File: src/rtl/pbit_tanh_engine.sv
// Pipelined tanh activation for the p-bit array: run-time writable positive-half table,
// odd symmetry, optional linear interpolation, valid/ready handshake with global stall.
module pbit_tanh_engine #(
    parameter int unsigned IN_W   = 9,
    parameter int unsigned ADDR_W = 6,
    parameter int unsigned FRAC_W = 2,
    parameter int unsigned OUT_W  = 32,
    parameter int unsigned INTERP = 1
) (
    input  logic                clk,
    input  logic                rst_n,
    input  logic                wr_en,
    input  logic [ADDR_W-1:0]   wr_addr,
    input  logic [OUT_W-2:0]    wr_data,
    input  logic                in_valid,
    output logic                in_ready,
    input  logic [IN_W-1:0]     in_x,
    output logic                out_valid,
    input  logic                out_ready,
    output logic [OUT_W-1:0]    out_y
);
    localparam int unsigned DEPTH = 1 << ADDR_W;
    localparam int unsigned MAG_W = OUT_W - 1;
    localparam int unsigned FW    = (FRAC_W > 0) ? FRAC_W : 1;
    localparam int unsigned PW    = OUT_W + FW + 1;
    localparam logic [PW-1:0] MAX_MAG = PW'({MAG_W{1'b1}});
    localparam logic [ADDR_W-1:0] LAST = ADDR_W'(DEPTH - 1);

    logic [MAG_W-1:0] r_tbl [DEPTH];

    logic              r_s1_v, r_s1_s, r_s1_z;
    logic [ADDR_W-1:0] r_s1_idx;
    logic [FW-1:0]     r_s1_f;
    logic              r_s2_v, r_s2_s, r_s2_z;
    logic [FW-1:0]     r_s2_f;
    logic [MAG_W-1:0]  r_s2_a, r_s2_b;
    logic              r_out_valid;
    logic [OUT_W-1:0]  r_out_y;

    logic                 w_adv;
    logic [IN_W-1:0]      w_m, w_idx_raw;
    logic                 w_sat, w_zero;
    logic [ADDR_W-1:0]    w_idx, w_idx_p1;
    logic [FW-1:0]        w_frac;
    logic signed [OUT_W-1:0] w_d;
    logic signed [PW-1:0] w_prod, w_p, w_sum;
    logic [MAG_W-1:0]     w_clamp, w_y;
    logic                 w_neg;

    assign w_adv     = ~r_out_valid | out_ready;
    assign in_ready  = w_adv;
    assign out_valid = r_out_valid;
    assign out_y     = r_out_y;

    // S1: magnitude (most-negative input maps to 2^(IN_W-1)), index/fraction split, saturation
    always_comb begin
        w_m       = in_x[IN_W-1] ? (~in_x + IN_W'(1)) : in_x;
        w_idx_raw = w_m >> FRAC_W;
        w_sat     = 32'(w_idx_raw) >= (DEPTH - 1);
        w_zero    = (w_m == '0);
        w_idx     = w_sat ? LAST : ADDR_W'(w_idx_raw);
        w_frac    = (FRAC_W == 0 || w_sat) ? '0 : w_m[FW-1:0];
    end

    assign w_idx_p1 = (r_s1_idx == LAST) ? LAST : r_s1_idx + ADDR_W'(1);

    // S3: a + floor(d*f / 2^FRAC_W), clamped to the magnitude range
    always_comb begin
        w_d    = $signed({1'b0, r_s2_b}) - $signed({1'b0, r_s2_a});
        w_prod = PW'(w_d) * PW'($signed({1'b0, r_s2_f}));
        w_p    = w_prod >>> FRAC_W;
        w_sum  = PW'($signed({1'b0, r_s2_a})) + w_p;
        if (w_sum[PW-1])
            w_clamp = '0;
        else if (w_sum > $signed(MAX_MAG))
            w_clamp = {MAG_W{1'b1}};
        else
            w_clamp = MAG_W'(w_sum);
        w_y   = (INTERP != 0 && FRAC_W != 0) ? w_clamp : r_s2_a;
        w_neg = r_s2_s & ~r_s2_z & (w_y != '0);
    end

    // Table writes ignore the handshake; a same-edge S2 read sees the old entry
    always_ff @(posedge clk or negedge rst_n) begin
        if (!rst_n) begin
            for (int unsigned k = 0; k < DEPTH; k++) r_tbl[k] <= '0;
        end else if (wr_en) begin
            r_tbl[wr_addr] <= wr_data;
        end
    end

    always_ff @(posedge clk or negedge rst_n) begin
        if (!rst_n) begin
            r_s1_v      <= 1'b0;
            r_s1_s      <= 1'b0;
            r_s1_z      <= 1'b0;
            r_s1_idx    <= '0;
            r_s1_f      <= '0;
            r_s2_v      <= 1'b0;
            r_s2_s      <= 1'b0;
            r_s2_z      <= 1'b0;
            r_s2_f      <= '0;
            r_s2_a      <= '0;
            r_s2_b      <= '0;
            r_out_valid <= 1'b0;
            r_out_y     <= '0;
        end else if (w_adv) begin
            r_s1_v      <= in_valid;
            r_s1_s      <= in_x[IN_W-1];
            r_s1_z      <= w_zero;
            r_s1_idx    <= w_idx;
            r_s1_f      <= w_frac;
            r_s2_v      <= r_s1_v;
            r_s2_s      <= r_s1_s;
            r_s2_z      <= r_s1_z;
            r_s2_f      <= r_s1_f;
            r_s2_a      <= r_tbl[r_s1_idx];
            r_s2_b      <= r_tbl[w_idx_p1];
            r_out_valid <= r_s2_v;
            r_out_y     <= r_s2_v ? {w_neg, w_y} : '0;
        end
    end
endmodule

File: config.mk
export PLATFORM = sky130hd
export DESIGN_NAME = pbit_tanh_engine
export DESIGN_NICKNAME = d
export VERILOG_FILES = /design/src/rtl/pbit_tanh_engine.sv
export SDC_FILE = /design/constraint.sdc
export NUM_CORES = 2
export LEC_CHECK = 0
export ABC_CLOCK_PERIOD_IN_PS = 15900
export CORE_AREA = 2 2 400 501
export CTS_CLUSTER_SIZE = 30
export DETAILED_ROUTE_END_ITERATION = 6
export DIE_AREA = 0 0 402 503
export HOLD_SLACK_MARGIN = 0.02
export PLACE_DENSITY = 0.87
export SLEW_MARGIN = 20
export SYNTH_ARGS = -nofsm -noshare
export SYNTH_HDL_FRONTEND = slang
export SYNTH_SLANG_ARGS = --single-unit
File: constraint.sdc
create_clock -name clk -period 15.9 [get_ports clk]
set_input_delay 3.18 -clock clk [delete_from_list [all_inputs] [get_ports clk]]
set_output_delay 3.18 -clock clk [all_outputs]
set_load 0.01 [all_outputs]
After elaboration in Yosys (flattened, before gate mapping). Cells that the tools add are included.

Register bits: 2095. Word-level logic and storage cells: 117. Output and inout port bits: 34. Input port bits: 51.

Eq/ne operators: 1. Add/subtract/negate cells: 4. Reductions and logical operators: 3. Multipliers: 1. Bitwise gates (word level): 9. Magnitude comparators: 6. Mux-type cells: 16.

Operator list (count): 1984-bit bitwise mux (1); 31-bit binary-select mux with 6-bit select (2); 31-bit 2-to-1 mux (7); 31-bit demux with 6-bit select (1); 32-bit by 3-bit multiplier with 35-bit output (1); 32-bit by 33-bit adder with 34-bit output (1); 34-bit by 32-bit greater-than comparator with 1-bit output, second input constant (1); 32-bit 2-to-1 mux (1); 31-bit by 31-bit subtractor with 32-bit output (1); 31-bit nonzero test (1); 7-bit >= comparator, second input constant (3); 6-bit inverter with 7-bit output (3); 6-bit 2-to-1 mux (2); 9-bit by 1-bit adder with 9-bit output, second input constant (1); 9-bit logical NOT (1); 9-bit 2-to-1 mux (1); 9-bit inverter (1); 7-bit by 6-bit >= comparator with 1-bit output, second input constant (1); 7-bit by 1-bit less-than comparator with 1-bit output, second input constant (1); 6-bit by 1-bit adder with 6-bit output, second input constant (1); 6-bit equality test, second input constant (1); 1-bit bitwise AND (2); 2-bit 2-to-1 mux (1); 1-bit inverter (2); other kinds (2) (2).

Depth between registers and ports, before layout.
Word-level depth: 9. Mapped depth: 37. Depth with buffers taken out: 35.

Worst setup path before layout. Ideal clock, no wire load.

Path kind: input to output. Start point: in out_ready. End point: out in_ready. Buffers on the path: 3. Path slack: 8.657 ns. Data required time: 12.720 ns. Arrival: 4.063 ns. Stages: 5. Path through: nor2b_1 > clkbuf_1 > inv_1 > clkbuf_1 > buf_1.

Longest elaborated chain between the ends: 1.

Ends and longest elaborated chain: start, declared (line 19) `input logic out_ready,`; 1-bit OR (line 50) `assign w_adv = ~r_out_valid | out_ready;`; end, declared (line 16) `output logic in_ready,`.

No other way between the ends.

Worst setup path after layout.
Start point: reg r_s2_a[1]. End point: reg r_out_y[31], in the netlist out_y[31].

Longest elaborated chain between the ends: 9.

Ends and longest elaborated chain: start, declared (line 36) `logic [MAG_W-1:0] r_s2_a, r_s2_b;`; start signal, assigned (line 117) `r_s2_a <= r_tbl[r_s1_idx];`; 31-bit by 31-bit subtractor with 32-bit output (line 69) `w_d = $signed({1'b0, r_s2_b}) - $signed({1'b0, r_s2_a});`; 32-bit by 3-bit multiplier with 35-bit output (line 70) `w_prod = PW'(w_d) * PW'($signed({1'b0, r_s2_f}));`; 32-bit by 33-bit adder with 34-bit output (*) (line 72) `w_sum = PW'($signed({1'b0, r_s2_a})) + w_p;`; 34-bit by 32-bit greater-than comparator with 1-bit output (line 75) `else if (w_sum > $signed(MAX_MAG))`; 31-bit 2-to-1 mux (line 75); 31-bit 2-to-1 mux (*) (line 73) `if (w_sum[PW-1])`; 31-bit nonzero test (*) (line 80) `w_neg = r_s2_s & ~r_s2_z & (w_y != '0);`; 1-bit bitwise AND (*) (line 80); 32-bit 2-to-1 mux (*) (line 120) `r_out_y <= r_s2_v ? {w_neg, w_y} : '0;`; end signal, assigned (line 120); end, declared (line 38) `logic [OUT_W-1:0] r_out_y;`.

Mark *: on every way between the ends. The rest lies on a longest branch, timed or not. A chain may end at the register's enable or synchronous reset.

==> impl_metrics.yaml <==
outcome:
  run_status: "complete, but fails checks"
  violations: "design-rule violations"
clock_tree:
  clk_latency_ns: 0.88
  post_cts_buffers: 0
  hold_buffers: 0
  cts_root_buffer: "clkbuf_16"
  cts_resized: 0
  cts_tree: "yes"
  clock_path_buffers: 3
  clk_pin_slew_ns: 0.07
  numCtsBuffers: 193
  cts-htree-levels: 4
  clock-sinks: 2095
synthesis:
  synth-edff-count: 0
  netlist_instances: 10200
  synth_seq_cells: 2095
  syn_avg_cell_area_sq_um: 11.5
  ys_types: 77
  yosys.area.top_type: "dfrtp_1"
  synth_ff_type: "dfrtp_1"
  synth_fp_nets: 10400
  yosys-top-cells-area: "dfrtp_1, mux2_2, mux4_2"
  synth_top_area_share_pct: 44.5
  async_reset_ff_share_pct: 100
  yosysWarnings: 0
  syn_area_sq_um: 118000
  yosysSeqAreaShare_pct: 44.5
power_and_ir_drop:
  leakage_nw: 55.5
  finalPower_mw: 22.1
  p_per_area_nw_per_um2: 175
  vdd_drop_max_uv: 218
run:
  max_cap_viol_count: 0
timing:
  min_period_ns: 8.80
  tightest_slew_ns: 1.24
  skew_ns: 0.0303
  setup_viol: 0
  fin_crit_sh_pct: 55.4
  grt_setup_unrepaired: "no"
  finalMaxSlewViolations: 0
  slew_headroom_pct: 16.3
  fmax_ghz: 0.114
  hold_slack_ns: 0.471
  hold_violations: 0
  tns_ns: 0
route:
  drtIter0Drc: 13900
  detail-route-antenna-nets: 0
  routed_wl_microns: 370000
  post-route-drc-count: 2
  vias_per_cell: 7.47
  post_drt_wl_per_cell_microns: 29.9
  dr.pass1.iters: 7
  dr_total_vias: 92400
worst_setup_path:
  cp.arrival_ns: 9.57
  critical_path_required_ns: 16.67
  cp_common_cell: "ha_1"
  critPathSlowestCell: "mux2i_4"
  cp_max_fo: 31
  critPathKind: "register to register"
  worst_setup_path_end_kind: "register"
  slowest_delay_ns: 0.82
  start_kind: "register"
hold_path:
  hold_class: "register to register"
die:
  top_level_ports: 85
  coreArea_sq_um: 198000
  start_util_pct: 59.5
  placementRows: 183
  fp.dieArea_sq_um: 202000
  fp.dieH_microns: 503
  die_w_microns: 402
layout:
  final_nets: 9793
  fin_cells: 12400
  area_growth_pct: 7.36
  layout-drive-gt1-share_pct: 32.1
  finalCoreUtilization_pct: 63.9
grt:
  globalRoute.totalOverflow: 0
  antenna_found_initial: 25
  grt_pass1_vias: 93600
  grt_pass1_wl_microns: 559000
  grt_usage_pct: 35.8
  grt_start_max_net_pins: 216
place:
  place.detailed.hpwl_microns: 211000
  portBuffers: 84
  place_congestion: 0.940
  place_inst: 12000
[kinds of logic (layout without fill, tap and decap cells)]
| kind of cell | after synthesis | count (layout) | synth area share (%) |
|---|---|---|---|
| compound gates | 2323 | 2323 | 12.7 |
| xor+xnor | 84 | 84 | 0.625 |
| buf+inv | 1129 | 694 | 3.71 |
| other cells | 0 | 9 | 0 |
| mux | 2891 | 2891 | 31.1 |
| flops | 2095 | 2095 | 44.5 |
| simple gates | 1559 | 1559 | 5.92 |
| fa+ha+maj | 131 | 131 | 1.41 |
[cells in the final DEF, fill, tap and decap left out, types with 55 or more instances in the layout]
| cell | n |
|---|---|
| a211oi_1 | 261 |
| a21oi_1 | 366 |
| a31oi_1 | 263 |
| and2_1 | 303 |
| buf_4 | 168 |
| clkbuf_16 | 197 |
| clkbuf_8 | 55 |
| dfrtp_1 | 2089 |
| ha_1 | 128 |
| inv_1 | 75 |
| mux2_2 | 2108 |
| mux2i_1 | 376 |
| mux4_2 | 402 |
| nand2_1 | 866 |
| nand3_1 | 59 |
| nor2_1 | 152 |
| o21ai_0 | 483 |
| o21ai_1 | 57 |
| o221ai_1 | 373 |
| o22ai_1 | 373 |
[final cells by class]
class / instances / area [sq um]
Clock inverter: 66 / 758
Sequential cell: 2095 / 52400
Inverter: 77 / 297
Multi-Input combinational cell: 6988 / 61500
Fill cell: 13600 / 71400
Tap cell: 2590 / 3240
Clock buffer: 295 / 5850
Antenna cell: 9 / 22.5
Timing Repair Buffer: 256 / 2330
[stage by stage]
step | setup WS, ns | area, sq um
3_3_place_gp | 7.47 | 120000
3_5_place_dp | 7.33 | 120000
2_1_floorplan | 8.66 | 118000
6_report | 7.10 | 126000
4_1_cts | 7.17 | 126000
5_1_grt | 6.57 | 126000
[power breakdown]
group	internal, mW	switching, mW
Sequential	6.12	0.704
Clock	2.74	2.13
Combinational	4.08	6.38
[worst max-delay path, delay by kind of cell, from the launching register on]
family                     cells  cell delay [ns]
and+or+nand+nor                3             0.38
buffers and inverters          1             0.12
adders and majority gates      4             1.30
DFF                            1             0.41
muxes                          1             0.82
xor gates and xnor gates       3             0.51
AOI/OAI and AO/OA             22             5.17
[synthesized netlist by cell type (11+ instances only)]
| cell type | n |
|---|---|
| mux2_2 | 2109 |
| dfrtp_1 | 2095 |
| nand2_1 | 883 |
| clkbuf_1 | 843 |
| o21ai_0 | 484 |
| mux4_2 | 402 |
| mux2i_1 | 379 |
| o221ai_1 | 373 |
| o22ai_1 | 373 |
| a21oi_1 | 366 |
| and2_1 | 304 |
| a31oi_1 | 264 |
| a211oi_1 | 261 |
| nor2_1 | 201 |
| buf_1 | 131 |
| ha_1 | 128 |
| inv_1 | 76 |
| buf_2 | 73 |
| nand3_1 | 59 |
| o21ai_1 | 57 |
| xnor2_1 | 54 |
| a21o_1 | 43 |
| xor2_1 | 30 |
| nor3_1 | 27 |
| nand2b_1 | 17 |
| o21a_1 | 16 |
| nor2b_1 | 13 |
| o211ai_1 | 11 |
| o21bai_1 | 11 |
[path summary, 6_finish.rpt]
kind | startpoint | end | slack (ns) | depth (start not counted)
max | r_s2_a[1]$_DFFE_PN0P_ | out_y[31]$_DFFE_PN0P_ | 7.10 | 34
min | r_s1_v$_DFFE_PN0P_ | r_s1_v$_DFFE_PN0P_ | 0.47 | 2
max reg2reg | r_s2_a[1]$_DFFE_PN0P_ | out_y[31]$_DFFE_PN0P_ | 7.10 | 34
min reg2reg | r_s1_v$_DFFE_PN0P_ | r_s1_v$_DFFE_PN0P_ | 0.47 | 2
max in group asynchronous | rst_n | r_tbl[183]$_DFFE_PN0P_ | 10.45 | 4
min in group asynchronous | rst_n | r_tbl[1740]$_DFFE_PN0P_ | 2.24 | 1
[registers in the layout (all words and copies together), names as in the netlist]
name,cells
r_tbl,1984
out_y,32
r_s2_a,31
r_s2_b,31
r_s1_idx,6
r_s1_f,2
r_s2_f,2
out_valid,1
r_s1_s,1
r_s1_v,1
r_s1_z,1
r_s2_s,1
r_s2_v,1
r_s2_z,1
[metal layers]
metal  routed length, microns  track usage (%)
met1                   127000             43.6
met2                   163000             53.8
met3                    49000             11.5
met4                    30900             26.0
met5                      111                0
Power figures use the tool's default switching activity.
